File: src/rtl/fetch_stage_pkg.sv
// Shared definitions for the fetch stage: FSM encoding, special instruction words
// and the opcode map shared with the UC decoder.
package fetch_stage_pkg;

   typedef enum logic [1:0] {
      BOOT = 2'd0,
      RUN  = 2'd1,
      HALT = 2'd2
   } fetchState_t;

   localparam logic [31:0] NOP_INSTR = 32'h0000_0000;
   localparam logic [5:0]  HALT_OP   = 6'b111111;

   localparam logic [5:0] OP_RTYPE = 6'b000000;
   localparam logic [5:0] OP_ADDI  = 6'b001000;
   localparam logic [5:0] OP_SLTI  = 6'b001010;
   localparam logic [5:0] OP_ANDI  = 6'b001100;
   localparam logic [5:0] OP_ORI   = 6'b001101;
   localparam logic [5:0] OP_BEQ   = 6'b000100;
   localparam logic [5:0] OP_LW    = 6'b100011;
   localparam logic [5:0] OP_SW    = 6'b101011;

   localparam logic [15:0] STALL_CNT_MAX = 16'hFFFF;

   function automatic logic [5:0] opcodeOf(input logic [31:0] instr);
      return instr[31:26];
   endfunction

   function automatic logic [31:0] alignWord(input logic [31:0] addr);
      return addr & 32'hFFFF_FFFC;
   endfunction

endpackage

File: src/rtl/fetch_stage_if_id_reg.sv
// IF/ID pipeline register: squash loads a bubble, hold keeps the current entry,
// otherwise the fetched {pc+4, instruction} is captured as a valid entry.
module if_id_reg #(
   parameter logic [31:0] NOP_INSTR = 32'h0000_0000
) (
   input  logic        clk,
   input  logic        rst,
   input  logic        hold,
   input  logic        squash,
   input  logic [31:0] nextPc4,
   input  logic [31:0] nextInstr,
   output logic [31:0] pc4,
   output logic [31:0] instr,
   output logic [5:0]  op,
   output logic        valid
);
   import fetch_stage_pkg::*;

   // NOTE: sequential state uses non-blocking assignments so every register
   // samples the pre-edge values regardless of process ordering.
   always_ff @(posedge clk or posedge rst) begin
      if (rst) begin
         pc4   <= 32'h0000_0000;
         instr <= NOP_INSTR;
         valid <= 1'b0;
      end else if (squash) begin
         pc4   <= 32'h0000_0000;
         instr <= NOP_INSTR;
         valid <= 1'b0;
      end else if (!hold) begin
         pc4   <= nextPc4;
         instr <= nextInstr;
         valid <= 1'b1;
      end
   end

   assign op = opcodeOf(instr);

endmodule

File: src/rtl/fetch_stage.sv
// Instruction-fetch stage with PC, BOOT/RUN/HALT control and the IF/ID register.
// Optional saturating stall counter built only when IF_PERF_CNT_EN is defined.
module fetch_stage #(
   parameter logic [31:0] RESET_PC  = 32'h0000_0000,
   parameter logic [5:0]  HALT_OP   = fetch_stage_pkg::HALT_OP,
   parameter logic [31:0] NOP_INSTR = fetch_stage_pkg::NOP_INSTR
) (
   input  logic        clk,
   input  logic        rst,
   input  logic        stall,
   input  logic        branch_taken,
   input  logic [31:0] branch_target,
   output logic [31:0] imem_addr,
   input  logic [31:0] imem_rdata,
   output logic [31:0] if_id_pc4,
   output logic [31:0] if_id_instr,
   output logic [5:0]  if_id_op,
   output logic        if_id_valid,
   output logic        halted
`ifdef IF_PERF_CNT_EN
   ,
   output logic [15:0] stall_cnt
`endif
);
   import fetch_stage_pkg::*;

   fetchState_t state;
   fetchState_t stateNext;
   logic [31:0] pc;
   logic [31:0] pcNext;
   logic [31:0] pcPlus4;
   logic        ifIdHold;
   logic        ifIdSquash;

   assign pcPlus4 = pc + 32'd4;   // modulo 2^32: 0xFFFF_FFFC wraps to 0

   always_ff @(posedge clk or posedge rst) begin
      if (rst) begin
         state <= BOOT;
         pc    <= RESET_PC;
      end else begin
         state <= stateNext;
         pc    <= pcNext;
      end
   end

   // NOTE: every output of this block gets a default first, so no path can
   // leave a signal unassigned and infer a latch.
   always_comb begin
      stateNext  = state;
      pcNext     = pc;
      ifIdHold   = 1'b0;
      ifIdSquash = 1'b0;
      unique case (state)
         BOOT: begin
            ifIdSquash = 1'b1;
            stateNext  = RUN;
         end
         RUN: begin
            if (branch_taken) begin
               pcNext     = alignWord(branch_target);
               ifIdSquash = 1'b1;
            end else if (stall) begin
               ifIdHold = 1'b1;
            end else begin
               pcNext = pcPlus4;
               if (opcodeOf(imem_rdata) == HALT_OP)
                  stateNext = HALT;
            end
         end
         HALT: begin
            ifIdSquash = 1'b1;
         end
         default: begin
            stateNext  = BOOT;
            ifIdSquash = 1'b1;
         end
      endcase
   end

   if_id_reg #(
      .NOP_INSTR (NOP_INSTR)
   ) u_if_id_reg (
      .clk       (clk),
      .rst       (rst),
      .hold      (ifIdHold),
      .squash    (ifIdSquash),
      .nextPc4   (pcPlus4),
      .nextInstr (imem_rdata),
      .pc4       (if_id_pc4),
      .instr     (if_id_instr),
      .op        (if_id_op),
      .valid     (if_id_valid)
   );

   assign imem_addr = pc;
   assign halted    = (state == HALT);

`ifdef IF_PERF_CNT_EN
   logic stallEvent;

   // A branch in the same cycle overrides the stall, so it is not counted.
   assign stallEvent = (state == RUN) && stall && !branch_taken;

   always_ff @(posedge clk or posedge rst) begin
      if (rst)
         stall_cnt <= 16'h0000;
      else if (stallEvent && stall_cnt != STALL_CNT_MAX)
         stall_cnt <= stall_cnt + 16'd1;
   end
`endif

endmodule

File: config.mk
export PLATFORM = sky130hd
export DESIGN_NAME = fetch_stage
export DESIGN_NICKNAME = d
export VERILOG_FILES = /design/src/rtl/fetch_stage_pkg.sv /design/src/rtl/fetch_stage_if_id_reg.sv /design/src/rtl/fetch_stage.sv
export SDC_FILE = /design/constraint.sdc
export NUM_CORES = 1
export LEC_CHECK = 0
export ABC_AREA = 1
export CAP_MARGIN = 20
export CORE_ASPECT_RATIO = 1.2
export CORE_MARGIN = 5
export CORE_UTILIZATION = 49
export DETAILED_ROUTE_END_ITERATION = 10
export PLACE_DENSITY = 0.95
export SYNTH_ARGS = -nofsm -noshare
export SYNTH_HDL_FRONTEND = slang
export SYNTH_SLANG_ARGS = --single-unit
File: constraint.sdc
create_clock -name clk -period 6.1 [get_ports clk]
set_input_delay 1.83 -clock clk [delete_from_list [all_inputs] [get_ports clk]]
set_output_delay 1.83 -clock clk [all_outputs]
set_load 0.03 [all_outputs]
# Word level (Yosys, flattened, before mapping)
# Cells that the tools add are included.
dict set report totals {
  regBits 99
  latch_bits 0
  mem_bits_rw 0
  romBits 0
  input_bits 68
  out_inout_bits 104
  word_cells 35
  mem_count 0
}
dict set report op_classes {
  add_sub_neg 1
  mul 0
  div 0
  magnitude_cmp 0
  eq_ne 8
  shift 0
  muxes 17
  n_bitwise 1
  n_reduce_logical 3
}
# operator count
set ops {}
lappend ops {{32-bit 2-to-1 mux} 6}
lappend ops {{32-bit by 3-bit adder with 32-bit output, second input constant} 1}
lappend ops {{2-bit != test, second input constant} 4}
lappend ops {{1-bit 2-to-1 mux} 7}
lappend ops {{6-bit equality test, second input constant} 1}
lappend ops {{2-bit 2-to-1 mux} 3}
lappend ops {{2-bit case mux with 3 select lines} 1}
lappend ops {{4-bit AND reduction} 1}
lappend ops {{2-bit by 1-bit equality test with 1-bit output, second input constant} 1}
lappend ops {{2-bit equality test, second input constant} 1}
lappend ops {{2-bit zero test} 1}
lappend ops {{2-bit by 1-bit != test with 1-bit output, second input constant} 1}
lappend ops {{2-bit AND reduction} 1}
lappend ops {{1-bit NOT} 1}

# Longest topological paths before layout
dict set report depth {
  word_depth 5
  depth_mapped 10
  ltp_nobuf 10
}

# By module
# A second synthesis with hierarchy kept.
dict set report hier_totals {
  cells_unflattened 708
  area_unflattened_um2 5128.7
}
# module n_inst cells_each area_each_um2 seq_area_each_um2
set by_module_without_submodules {}
lappend by_module_without_submodules {if_id_reg 1 287 2610.0 1626.6}
lappend by_module_without_submodules {fetch_stage 1 421 2518.7 800.8}

# Worst setup path before layout
# Ideal clock, no wire load.
dict set report synth_timing {
  path_kind {in2reg}
  startpoint {input port branch_taken}
  endpoint {register u_if_id_reg.pc4[2]}
  setup_time_ps 122
  arrival_time_ps 2610
  t_required_ps 5978
  setup_slack_ps 3368
  cell_stages 5
  n_path_buf 2
  path_cell_list {buf_2 > o21ai_4 > inv_2 > buf_2 > a32o_1}
}
dict set report synth_via {
  elab_chain_len 3
  word_cells_on_any_way 6
  cone_classes {1 x eq/ne; 5 x mux}
}
# element line
set synth_lines {}
lappend synth_lines {{start: declaration} fetch_stage.sv:11} ;# input logic branch_taken,
lappend synth_lines {{1-bit 2-to-1 mux} fetch_stage.sv:60} ;# if (branch_taken) begin
lappend synth_lines {{1-bit 2-to-1 mux} fetch_stage.sv:54} ;# unique case (state)
lappend synth_lines {{2-bit != test (no source line) or 32-bit 2-to-1 mux (tied branches)} -}
lappend synth_lines {{end signal: assignment} fetch_stage_if_id_reg.sv:31} ;# pc4 <= nextPc4;
lappend synth_lines {{end: declaration} fetch_stage_if_id_reg.sv:12} ;# output logic [31:0] pc4,
# Several ways; a longest one is shown, not always the timed one.
# A chain may end at the register's enable or synchronous reset.

# Worst setup path after layout
dict set report layout_timing {
  startpoint {input port branch_taken}
  endpoint {register u_if_id_reg.pc4[28]}
}
# Same word-level chain as after synthesis.

==> flow_summary_export.csv <==
group,metric,value,unit
setup_path,crit_path_end_kind,"register",
timing,fin_crit,3920,ps
timing,slew_headroom,0.367,
clock_tree,cts_setup_buffers,0,
placed_design,io_buffers,165,
clock_tree,clk_latency,350,ps
floorplan,die_y,120,um
route,drt-total-wl,14.8,mm
placed_design,place_congestion,0.896,
clock_tree,cts_made_buffers,9,
floorplan,fp.dieW,101,um
timing,fin_skew,9.43,ps
yosys,async_reset_ff_frac,1.00,
route,avgViaCountPerCell,5.38,
clock_tree,path_clk_slew,70,ps
timing,setup_tns,0,ps
route,postRouteAntennaNets,0,
timing,setup_slack,2180,ps
placed_design,dp.final_hpwl,11.0,mm
global_routing,grt_max_degree,64,
floorplan,die_area,0.0121,mm2
timing,slew_violations,0,
power_and_ir_drop,power_density,263,mW/mm2
power_and_ir_drop,p_total,0.00180,W
status,outcome,"finished clean",
global_routing,track_usage,0.249,
clock_tree,holdBufCountCts,0,
clock_tree,clockRootBuffer,"clkbuf_16",
floorplan,coreArea,0.00991,mm2
yosys,yosysWarnings,0,
route,wl_per_cell,16.7,um
floorplan,rows,40,
timing,hold_viol_final,0,
placed_design,dpl_worst_slack,1860,ps
layout,multi_input_area,0.00216,mm2
clock_tree,clock-sinks,95,
clock_tree,ctsResizeCount,0,
setup_path,crit_type,"in2reg",
worst_hold_path,hold_depth,2,
yosys,netlist_top_cells_area,"dfrtp_1 (48%), nand2_1 (17%), a22o_1 (6.1%)",
setup_path,cp.arrival,4200,ps
route,drcViolationCount,0,
layout,num_antenna_cells,0,
timing,rsz0062_at_grt,"false",
floorplan,ios,172,
power_and_ir_drop,power_leakage,3.23,nW
yosys,synth.distinct_cells,34,
route,drt_iter0_markers,249,
yosys,synthCells,609,
route,vias,4785,
yosys,ys_ff_latch,95,
yosys,synth_flop_cell,"dfrtp_1",
timing,max_freq,0.255,GHz
layout,finish.utilization,0.690,
clock_tree,cts_max_path_buffers,2,
power_and_ir_drop,ir_drop,0.184,mV
yosys,synth_edf_count,0,
yosys,synth_commonest_cells,"nand2_1 (219), dfrtp_1 (95), nor2_1 (74), inv_1 (37), a22o_1 (34)",
timing,setup_viol,0,
route,first_pass_iters,5,
floorplan,initial_core_util,0.496,
layout,nNetsFinal,829,
setup_path,cp_max_fo,31,
setup_path,required,6380,ps
global_routing,antenna_found_initial,0,
global_routing,grt_overflow,0,
clock_tree,cts_max_level,3,
setup_path,worst_r2r_path_depth,7,
setup_path,start_kind,"primary input",
yosys,syn-cell-area,0.00491,mm2
yosys,ys_seq_area_frac,0.484,
flow_run,maxCapViolations,0,
clock_tree,cts_tree,"built",
yosys,post-synth-top-count-cell,"nand2_1",
worst_hold_path,min_path_type,"reg2reg",
layout,nFillCells,761,
yosys,yosysTopAreaCell,"dfrtp_1",
global_routing,grt_pass1_vias,4921,
timing,fin_crit_sh,0.642,
timing,worst_pin_slew,946,ps
yosys,synth_top_area_share,0.484,
layout,area_growth,39.3,%
layout,ff_latch_area,0.00238,mm2
layout,drive_gt1_frac,0.0668,
global_routing,grt_pass1_wl,23.9,mm
yosys,syn_area_per_cell,8.07,um2
final cells by class:
type / count / area share
clock buffers: 11 / 0.0369
well taps: 126 / 0.0230
repair buffers: 171 / 0.250
clock inverters: 4 / 0.00457
flip-flops and latches: 95 / 0.348
inverters: 39 / 0.0218
multi-input cells: 444 / 0.316
routing by layer:
metal | global-route usage | share of wire | up-vias | routed length [um]
li1 | - | - | 2235 | -
met1 | 0.300 | 0.39 | 2292 | 5830
met2 | 0.421 | 0.49 | 216 | 7340
met3 | 0.0500 | 0.078 | 42 | 1150
met4 | 0.117 | 0.035 | 0 | 527
met5 | 0 | 0 | - | 0
path summary, 6_finish.rpt:
| kind | from | to | slack (ps) |
|---|---|---|---|
| min in group asynchronous | rst | u_if_id_reg.instr[7] | 1990 |
| setup reg to reg | state[0] | u_if_id_reg.pc4[28] | 4210 |
| max in group asynchronous | rst | u_if_id_reg.instr[22] | 3150 |
| hold reg to reg | u_if_id_reg.pc4[17] | u_if_id_reg.pc4[17] | 480 |
| setup / recovery | branch_taken | u_if_id_reg.pc4[28] | 2180 |
| hold / removal | u_if_id_reg.pc4[17] | u_if_id_reg.pc4[17] | 480 |
stage by stage:
stage | cells | hold slack, ps | area [um2]
after floorplan | 612 | 470 | 4920
after global placement | 875 | 467 | 6560
after detailed placement | 875 | 464 | 6560
after CTS | 890 | 482 | 6840
after global routing | 890 | 500 | 6840
final | 890 | 480 | 6840
report_power, final:
part	switching (W)	total, W	internal, W
Combinational	0.000301	0.000504	0.000204
Clock	0.000243	0.000540	0.000297
Sequential	0.0000675	0.000755	0.000687
sequential cells by signal, summed over array words and instances, names as in the netlist:
name	count
u_if_id_reg.valid	1
u_if_id_reg.pc4	30
u_if_id_reg.instr	32
state	2
imem_addr	30
cell usage in the layout, fill, tap and decap left out, types with 3 or more instances in the layout:
| cell type | Yosys | final |
|---|---|---|
| dfrtp_1 | 95 | 95 |
| nor2_4 | 11 | 11 |
| xnor2_1 | 4 | 4 |
| xor2_1 | 4 | 4 |
| clkinvlp_4 | 0 | 3 |
| inv_1 | 37 | 36 |
| nand3_1 | 29 | 29 |
| clkbuf_16 | 0 | 9 |
| conb_1 | 1 | 4 |
| nand2_1 | 219 | 219 |
| nor2_1 | 74 | 74 |
| a22o_1 | 34 | 34 |
| nand2_2 | 7 | 7 |
| clkdlybuf4s50_1 | 0 | 165 |
| o21ai_0 | 13 | 13 |
| nor2_2 | 3 | 3 |
| buf_4 | 13 | 5 |
| a21oi_1 | 23 | 23 |
kinds of logic (layout without fill, tap and decap cells):
group / after synthesis / after routing / share of synthesized area
AOI/OAI and AO/OA: 80 / 80 / 0.114
xor gates and xnor gates: 8 / 8 / 0.0143
adders and majority gates: 1 / 1 / 0.00255
buffers and inverters: 73 / 225 / 0.0779
DFF: 95 / 95 / 0.484
other: 1 / 4 / 0.000763
and+or+nand+nor: 351 / 351 / 0.307
worst max-delay path, cell delays in order:
cell and delay, ps:
clkdlybuf4s50_1 910, inv_2 220, nand2_2 130, nor2_4 610
buf_12 270, nand2_1 140, nand2_1 80
No activity file was read; power rests on OpenSTA's default activity.
